[config.mk]
export PLATFORM = sky130hd
export DESIGN_NAME = summator4_reg
export DESIGN_NICKNAME = d
export VERILOG_FILES = /design/src/rtl/summator4_reg_pkg.sv /design/src/rtl/summator4_reg_full_adder.sv /design/src/rtl/summator4_reg.sv
export SDC_FILE = /design/constraint.sdc
export NUM_CORES = 1
export LEC_CHECK = 0
export ABC_AREA = 1
export CORE_MARGIN = 4
export CORE_UTILIZATION = 30
export CTS_BUF_LIST = sky130_fd_sc_hd__clkbuf_16
export DETAILED_ROUTE_END_ITERATION = 16
export PLACE_DENSITY = 0.6
export SYNTH_ARGS = -nofsm -noshare
export SYNTH_HDL_FRONTEND = slang
export SYNTH_SLANG_ARGS = --single-unit
[constraint.sdc]
create_clock -name clk -period 2.1 [get_ports clk]
set_input_delay 0.42 -clock clk [delete_from_list [all_inputs] [get_ports clk]]
set_output_delay 0.42 -clock clk [all_outputs]
set_load 0.05 [all_outputs]
[src/rtl/summator4_reg_pkg.sv]
// Shared widths and defaults for the registered switch adder.
package summator4_reg_pkg;
    localparam int OPERAND_W        = 4;
    localparam int RESULT_W         = 5;
    localparam int SYNC_STAGES_DEF  = 2;
    localparam int SW_W             = 2 * OPERAND_W;
endpackage

[src/rtl/summator4_reg_full_adder.sv]
// One-bit full adder cell for the ripple-carry chain.
// Latency: combinational. Backpressure: none.
module full_adder (
    input  logic a,
    input  logic b,
    input  logic cin,
    output logic s,
    output logic cout
);
    assign s    = a ^ b ^ cin;
    assign cout = (a & b) | (cin & (a ^ b));
endmodule

[src/rtl/summator4_reg.sv]
// Synchronized 4-bit + 4-bit switch adder driving five registered LEDs.
// Latency: SYNC_STAGES+1 edges from switch sample to LEDs. Backpressure: none, free-running.
module summator4_reg
    import summator4_reg_pkg::*;
#(
    parameter int SYNC_STAGES = SYNC_STAGES_DEF
) (
    input  logic clk,
    input  logic rst,
    input  logic SW0,
    input  logic SW1,
    input  logic SW2,
    input  logic SW3,
    input  logic SW4,
    input  logic SW5,
    input  logic SW6,
    input  logic SW7,
    output logic LD3,
    output logic LD4,
    output logic LD5,
    output logic LD6,
    output logic LD7
);
    logic [SW_W-1:0]                   w_sw;
    logic [SYNC_STAGES-1:0][SW_W-1:0]  r_sync;
    logic [OPERAND_W-1:0]              w_a;
    logic [OPERAND_W-1:0]              w_b;
    logic [OPERAND_W-1:0]              w_sum;
    logic [OPERAND_W:0]                w_carry;
    logic [RESULT_W-1:0]               r_result;

    assign w_sw = {SW7, SW6, SW5, SW4, SW3, SW2, SW1, SW0};

    // Every switch bit gets its own flop chain; index 0 is the metastable stage.
    always_ff @(posedge clk or posedge rst) begin
        if (rst) begin
            r_sync <= '0;
        end else begin
            r_sync[0] <= w_sw;
            for (int i = 1; i < SYNC_STAGES; i++) begin
                r_sync[i] <= r_sync[i-1];
            end
        end
    end

    assign w_a        = r_sync[SYNC_STAGES-1][SW_W-1:OPERAND_W];
    assign w_b        = r_sync[SYNC_STAGES-1][OPERAND_W-1:0];
    assign w_carry[0] = 1'b0;

    for (genvar g = 0; g < OPERAND_W; g++) begin : g_ripple
        full_adder u_fa (
            .a    (w_a[g]),
            .b    (w_b[g]),
            .cin  (w_carry[g]),
            .s    (w_sum[g]),
            .cout (w_carry[g+1])
        );
    end

    always_ff @(posedge clk or posedge rst) begin
        if (rst) begin
            r_result <= '0;
        end else begin
            r_result <= {w_carry[OPERAND_W], w_sum};
        end
    end

    assign LD3 = r_result[0];
    assign LD4 = r_result[1];
    assign LD5 = r_result[2];
    assign LD6 = r_result[3];
    assign LD7 = r_result[4];
endmodule

# Word level (Yosys, flattened, before mapping)
# Cells that the tools add are included.
[word_totals] regBits=21 inputBits=10 out_inout_bits=5 elab_cells=20
[classes] bitwise_logic=17
[ops] operator="1-bit bitwise AND" count=7
[ops] operator="1-bit XOR" count=7
[ops] operator="1-bit bitwise OR" count=3

# Longest topological paths before layout
# Gate-level depths: netlist (run 1).
[logic_depth] depth_word=7 depth_mapped=6 mapped_depth_nobuf=6

# Hierarchy
# From an unflattened synthesis (run 1), not the netlist that was laid out.
[unflattened] hier_cells=27 hier_area_um2=613.1
[modules_own_cells] module="summator4_reg" n_inst=1 cells_each=23 area_each_um2=533.0 seq_area_each_um2=525.5
[modules_own_cells] module="full_adder" n_inst=4 cells_each=1 area_each_um2=20.0 seq_area_each_um2=0.0

# Worst setup path before layout (run 1)
# OpenSTA, ideal clock, no wires.
[synth_path] kind="register -> register" startpoint="reg r_sync[8] (netlist name)" endpoint="reg r_result[3]" setup_time_ns=0.064 arrival_ns=1.776 required_time_ns=2.036 setup_slack_ns=0.260 stages_incl_launch_ff=7 path_buffers=0 synth_period_minus_slack_ns=1.840 cell_sequence="dfrtp_1 ha_1 fa_1 fa_1 inv_1 fa_1 inv_1"
[synth_between] elab_chain_len=6
[synth_rtl] item="start: declaration" line_no="summator4_reg.sv:25" source="logic [SYNC_STAGES-1:0][SW_W-1:0] r_sync;"
[synth_rtl] item="start signal: indexed assignment" line_no="summator4_reg.sv:41" source="r_sync[i] <= r_sync[i-1];"
[synth_rtl] item="1-bit bitwise AND (2 in series)" line_no="summator4_reg_full_adder.sv:11" source="assign cout = (a & b) | (cin & (a ^ b));"
[synth_rtl] item="1-bit bitwise OR" line_no="summator4_reg_full_adder.sv:11"
[synth_rtl] item="1-bit bitwise AND" line_no="summator4_reg_full_adder.sv:11"
[synth_rtl] item="1-bit bitwise OR" line_no="summator4_reg_full_adder.sv:11"
[synth_rtl] item="1-bit XOR" line_no="summator4_reg_full_adder.sv:10" source="assign s = a ^ b ^ cin;"
[synth_rtl] item="net g_ripple[3].u_fa.s" line_no="summator4_reg_full_adder.sv:7" source="output logic s,"
[synth_rtl] item="end signal: assignment" line_no="summator4_reg.sv:64" source="r_result <= {w_carry[OPERAND_W], w_sum};"
[synth_rtl] item="end: declaration" line_no="summator4_reg.sv:30" source="logic [RESULT_W-1:0] r_result;"
# The timed path passes the listed nets, and every way through them passes these cells.

# Final worst setup path (run 1)
# Same ends and word-level chain as after synthesis.

==> metrics.md, run 1 <==
| Metric | Value |
|---|---|
| Run status | `completed` |
| Max incr delay on CP | `0.40 ns` |
| Average via count per standard cell | `3.49` |
| Post-Route Setup TNS | `0 ns` |
| Synth Cell Area | `621 sq um` |
| Area fraction of the dominant cell type after synthesis | `84.7%` |
| Async S/R FF share, synth | `100%` |
| Iter 0 DRT Violations | `2` |
| Die boundary height | `53.5 um` |
| Setup Crit Path Kind | `flip-flop to flip-flop` |
| Area leader, netlist | `dfrtp_1` |
| Routed vias | `269` |
| Cell at the root of the clock tree | `clkbuf_16` |
| Proportion of synthesized chip area in sequential cells | `84.7%` |
| Share of synthesized area spent on multiplexers | `0%` |
| Final net count | `65` |
| Type of element launching the critical path | `flip-flop` |
| Area after DPL | `802 sq um` |
| Post-cts sizing count | `0` |
| Placeable core region | `1960 sq um` |
| Capture endpoint of the worst hold path | `r_sync[15]` |
| Count of cells along the worst register-to-register path | `6` |
| Fillcell total | `182` |
| Count of endpoints failing setup in the final report | `0` |
| Hold Startpoint | `r_sync[7]` |
| Floorplan die width | `53.5 um` |
| Peak ir drop on the vdd network | `0.000522 V` |
| Depth of the CTS H-tree | `1` |
| Cell with the most instances after synthesis | `dfrtp_1` |
| Post-synthesis to final-layout area growth | `41.9%` |
| IO buf count | `14` |
| Synthesized area per cell | `20.0 sq um` |
| Last weighted congestion value of the routability-driven placer | `0.638` |
| Sink Count | `21` |
| Post-Synthesis Net Count | `45` |
| Highest Clock Rate | `530 MHz` |
| Slowest library cell on the worst path | `fa_1` |
| Main combinational cell family by area after synthesis | `adder cells` |
| Synthesized-area fraction occupied by and/or/nand/nor cells | `0%` |
| Pre-CTS setup slack | `0.211 ns` |
| Share of synthesized cell area in full adder, half adder and majority cells | `11.7%` |
| Most used DFF post-synth | `dfrtp_1` |
| Post-CTS Hold Fix Bufs | `0` |
| Worst-path clk slew | `0.05 ns` |
| Crit path arrival time | `2.08 ns` |
| Floorplan die area | `2860 sq um` |
| Number of remaining DRC errors | `0` |
| Worst R2R Setup Slack | `0.21 ns` |
| Most frequent cell on the critical path | `fa_1` |
| Endpoint of the most critical register-to-register path | `r_result[3]` |
| Clock buffers created by TritonCTS | `3` |
| Wire length of the first global-routing pass | `924 um` |
| Worst slew slack as a fraction of its limit | `66.9%` |
| Unrepaired setup endpoints after global routing | `false` |
| Via count of the first global-routing pass | `208` |
| Worst EP required | `2.29 ns` |
| Initial DRT Pass Iterations | `2` |
| Number of setup buffers added after CTS | `0` |
| Worst hold path class | `flip-flop to flip-flop` |
| Period utilisation layout | `89.8%` |
| Compound-gate portion of the synthesized area | `0%` |
| Fin crit period | `1.89 ns` |
| Max-cap check violation count | `0` |
| I/O pins | `15` |
| WL/cell | `8.74 um` |
| Post-Layout Cell Count | `77` |
| Fraction of layout cells with a size suffix above 1 | `8.00%` |
| Maximum buffer depth of the clock tree | `2` |
| Number of instances in the synthesized netlist | `31` |
| Synthesis-stage register bit count | `21` |
| Final WL | `673 um` |
| PnR worst setup slack | `0.214 ns` |
| Initial antenna violation count | `0` |
| Leak | `0.409 nW` |
| Overflow left after global routing | `0` |
| Unique masters post-synth | `4` |
| Number of cells after detailed placement | `73` |
| Count of flip-flops with a built-in enable after synthesis | `0` |
| Clock latency of the later-clocked register in the worst-skew pair | `0.25 ns` |
| Crit-path max FO | `1` |
| Final hold violation count | `0` |
| Slew at the pin closest to its max-slew limit | `0.495 ns` |
| Number of max-slew violations in the final report | `0` |
| Yosys warnings | `0` |
| Synth Area in XOR/XNOR | `0%` |
| Top Family by Delay on Critical Path | `adder cells` |
| Largest cells by area after synthesis | `dfrtp_1 85%, fa_1 9.7%, inv_1 3.6%` |
| Leading cell types by count after synthesis | `21 x dfrtp_1, 6 x inv_1, 3 x fa_1` |
| Worst-path cell chain | `ha_1 > fa_1 > fa_1 > inv_1 > fa_1 > inv_1` |
| Number of stages on the worst hold path | `0` |
| Effective utilization at floorplan | `31.6%` |
| CTS tree | `done` |
| Global router's overall resource usage | `5.37%` |
| Antenna cells | `0` |
| Design area | `881 sq um` |
| Buffers & Inverters on Critical Path | `2` |
| Worst r2r src | `r_sync[8]` |
| Worst Skew | `0.000794 ns` |
| Site row count | `16` |
| Final antenna-violating net count | `0` |
| Final design utilization | `44.9%` |
| Critical Path Sink Type | `flip-flop` |
| Cell area power density | `1070 nW/um^2` |
| Maximum number of pins on one net before global-route repair | `22` |
-- logic make-up after synthesis --
family	after synthesis
flops	21
buf+inv	6
fa+ha+maj	4
-- per-layer routing --
metal | vias to the layer above | part of all wire (%) | GRT usage, % | wire length (um)
li1 | 125 | - | - | -
met3 | 2 | 12 | 3.38 | 79
met4 | 0 | 2.8 | 6.38 | 19
met5 | - | 0 | 0 | 0
met1 | 128 | 40 | 6.49 | 266
met2 | 14 | 46 | 5.51 | 308
-- cells in the final DEF, fill, tap and decap left out --
| master | n |
|---|---|
| inv_1 | 7 |
| clkbuf_16 | 3 |
| buf_4 | 1 |
| ha_1 | 1 |
| dfrtp_1 | 21 |
| fa_1 | 3 |
| clkdlybuf4s50_1 | 14 |
-- power breakdown --
group          leakage (nW)  switching [mW]  internal (mW)
clock                0.0423           0.128          0.253
sequential            0.245         0.00841          0.434
combinational         0.122          0.0717         0.0449
-- worst max path at each step --
stage | from | depth (start not counted) | endpoint
finish | r_sync[8] | 6 | r_result[3]
global route | r_sync[8] | 6 | r_result[3]
CTS | r_sync[8] | 6 | r_result[3]
detailed placement | r_sync[8] | 6 | r_result[3]
global placement | r_sync[8] | 6 | r_result[3]
floorplan | r_sync[8] | 6 | r_result[3]
-- layout make-up --
cell class,instances,area [sq um],share of cell area [%]
repair buffers,15,148,16.8
clock buffers,3,75.1,8.52
clock inverters,1,3.75,0.426
inverters,6,22.5,2.56
flip-flops and latches,21,526,59.7
well taps,27,33.8,3.84
multi-input cells,4,72.6,8.24
-- metrics by stage --
stage	power, mW	hold WS [ns]
detailed placement	0.570	0.335
finish	0.940	0.345
CTS	0.954	0.347
floorplan	0.517	0.331
global placement	0.567	0.333
global route	0.981	0.351
-- state kept, by name, indices dropped and copies added, names as in the netlist --
name	flops
r_result	5
r_sync	16
No activity file was read; power rests on OpenSTA's default activity.
==> run 2: changes to the inputs <==
Settings changed: CORE_UTILIZATION 30 to 44, PLACE_DENSITY 0.6 to 0.79.
==> run 2 against run 1 <==
Clock power shrank 1%. Critical path type unchanged. Sequential share of layout area grew 1.6 points. Non-clock buffer count shrank 1. Highest routed layer is now met3. Critical endpoint unchanged.
==> metrics.md, run 2 (synthesized netlist as in run 1, its figures left out) <==
| Metric | Value |
|---|---|
| Max FFs per register | `16 (unchanged)` |
| Met3 GRT Util | `5.14% (was 3.38%)` |
| Crit path arrival time | `2.09 ns (was 2.08 ns)` |
| Max incr delay on CP | `0.40 ns (about the same)` |
| Worst hold path class | `flip-flop to flip-flop (unchanged)` |
| Post-Route Setup TNS | `0 ns (unchanged)` |
| Buffers & Inverters on Critical Path | `2 (unchanged)` |
| CTS tree | `done (unchanged)` |
| Leak | `0.404 nW (was 0.409 nW)` |
| Wire length of the first global-routing pass | `1190 um (was 924 um)` |
| Last weighted congestion value of the routability-driven placer | `0.603 (was 0.638)` |
| Cell area power density | `1090 nW/um^2 (was 1070 nW/um^2)` |
| Post-synthesis to final-layout area growth | `38.3% (was 41.9%)` |
| Post-CTS Hold Fix Bufs | `0 (unchanged)` |
| GR Util met1 | `8.24% (was 6.49%)` |
| Dpl hpwl | `500 um` |
| Global router's overall resource usage | `8.71% (was 5.37%)` |
| Worst slew slack as a fraction of its limit | `52.0% (was 66.9%)` |
| Number of cells after detailed placement | `60 (was 73)` |
| Floorplan die width | `45.6 um (was 53.5 um)` |
| Slew at the pin closest to its max-slew limit | `0.720 ns (was 0.495 ns)` |
| Placeable core region | `1320 sq um (was 1960 sq um)` |
| WL/cell | `10.0 um (was 8.74 um)` |
| Slowest library cell on the worst path | `fa_1 (unchanged)` |
| Setup Crit Path Kind | `flip-flop to flip-flop (unchanged)` |
| Post-cts sizing count | `0 (unchanged)` |
| Top Family by Delay on Critical Path | `adder cells (unchanged)` |
| Initial antenna violation count | `0 (unchanged)` |
| Peak ir drop on the vdd network | `0.000728 V (was 0.000522 V)` |
| Die boundary height | `45.6 um (was 53.5 um)` |
| Max-cap check violation count | `0 (unchanged)` |
| Clock buffers created by TritonCTS | `3 (unchanged)` |
| IO buf count | `14 (unchanged)` |
| Count of endpoints failing setup in the final report | `0 (unchanged)` |
| Cell at the root of the clock tree | `clkbuf_16 (unchanged)` |
| Unrepaired setup endpoints after global routing | `false (unchanged)` |
| Final WL | `640 um (was 673 um)` |
| Sink Count | `21 (unchanged)` |
| Worst EP required | `2.29 ns (about the same)` |
| Number of setup buffers added after CTS | `0 (unchanged)` |
| I/O pins | `15 (unchanged)` |
| PnR worst setup slack | `0.200 ns (was 0.214 ns)` |
| Fin crit period | `1.90 ns (was 1.89 ns)` |
| Depth of the CTS H-tree | `1 (unchanged)` |
| Hold WS | `0.345 ns (about the same)` |
| Routed vias | `278 (was 269)` |
| Period utilisation layout | `90.5% (was 89.8%)` |
| Effective utilization at floorplan | `47.1% (was 31.6%)` |
| Post-Layout Cell Count | `64 (was 77)` |
| Hold Startpoint | `r_sync[0] (was r_sync[7])` |
| Highest Clock Rate | `526 MHz (was 530 MHz)` |
| Pre-CTS setup slack | `0.202 ns (was 0.211 ns)` |
| Worst-path clk slew | `0.05 ns (about the same)` |
| Most frequent cell on the critical path | `fa_1 (unchanged)` |
| Final antenna-violating net count | `0 (unchanged)` |
| Iter 0 DRT Violations | `1 (was 2)` |
| Most flop-heavy register | `r_sync (unchanged)` |
| Number of remaining DRC errors | `0 (unchanged)` |
| Run status | `completed (unchanged)` |
| Worst Skew | `0.00251 ns (was 0.000794 ns)` |
| Crit-path max FO | `1 (unchanged)` |
| Worst setup path startpoint | `r_sync[8] (unchanged)` |
| Worst R2R Setup Slack | `0.20 ns (was 0.21 ns)` |
| Floorplan die area | `2080 sq um (was 2860 sq um)` |
| Most heavily used metal layer in global routing | `met2 (was met1)` |
| Fraction of layout cells with a size suffix above 1 | `6.12% (was 8.00%)` |
| Met2 track demand over resource in global routing | `14.2% (was 5.51%)` |
| Number of max-slew violations in the final report | `0 (unchanged)` |
| Type of element launching the critical path | `flip-flop (unchanged)` |
| Clock latency of the later-clocked register in the worst-skew pair | `0.24 ns (was 0.25 ns)` |
| Commonest cells after routing, fill and taps aside | `21 x dfrtp_1, 14 x clkdlybuf4s50_1, 7 x inv_1 (unchanged)` |
| Critical Path Sink Type | `flip-flop (unchanged)` |
| Site row count | `13 (was 16)` |
| Leading registers by flop count | `r_sync x16, r_result x5 (unchanged)` |
| Average via count per standard cell | `4.34 (was 3.49)` |
| Final net count | `64 (was 65)` |
| Initial DRT Pass Iterations | `2 (unchanged)` |
| Worst r2r src | `r_sync[8] (unchanged)` |
| Overflow left after global routing | `0 (unchanged)` |
| Via count of the first global-routing pass | `301 (was 208)` |
| Maximum number of pins on one net before global-route repair | `22 (unchanged)` |
| Commonest non-fill, non-tap cell in the layout | `dfrtp_1 (unchanged)` |
| Final hold violation count | `0 (unchanged)` |
| Maximum buffer depth of the clock tree | `2 (unchanged)` |
| Antenna cells | `0 (unchanged)` |
| Worst-path cell chain | `ha_1 > fa_1 > fa_1 > inv_1 > fa_1 > inv_1 (unchanged)` |
[run 2: power by group]
part / total, mW / switching, mW / leakage, nW / internal [mW]
registers: 0.443 / 0.00823 / 0.245 / 0.434
clock network: 0.375 / 0.122 / 0.0423 / 0.253
logic: 0.116 / 0.0719 / 0.117 / 0.0443
[run 2: final timing paths]
check,to,cells after the start
min in group asynchronous,r_result[1],2
max,r_result[3],6
max in group asynchronous,r_sync[0],2
max reg2reg,r_result[3],6
min,r_sync[8],0
min reg2reg,r_sync[8],0
[run 2: through the flow]
| step | area (sq um) | power [mW] | util [%] |
|---|---|---|---|
| 2_1_floorplan | 621 | 0.517 | - |
| 3_3_place_gp | 779 | 0.563 | 59.2 |
| 3_5_place_dp | 779 | 0.569 | 59.2 |
| 4_1_cts | 858 | 0.947 | 65.1 |
| 5_1_grt | 858 | 0.978 | 65.1 |
| 6_report | 858 | 0.934 | 65.1 |
[run 2: layout make-up]
cell class                      count  area, sq um
Clock buffer                        3         75.1
Clock inverter                      1         3.75
Fill cell                          87          459
Inverter                            6         22.5
Multi-Input combinational cell      4         72.6
Sequential cell                    21          526
Tap cell                           15         18.8
Timing Repair Buffer               14          140
[run 2: per-layer routing]
layer / share of wire [%] / up-vias
li1: - / 125
met4: 0 / 0
met3: 13 / 0
met5: 0 / -
met2: 53 / 15
met1: 34 / 138
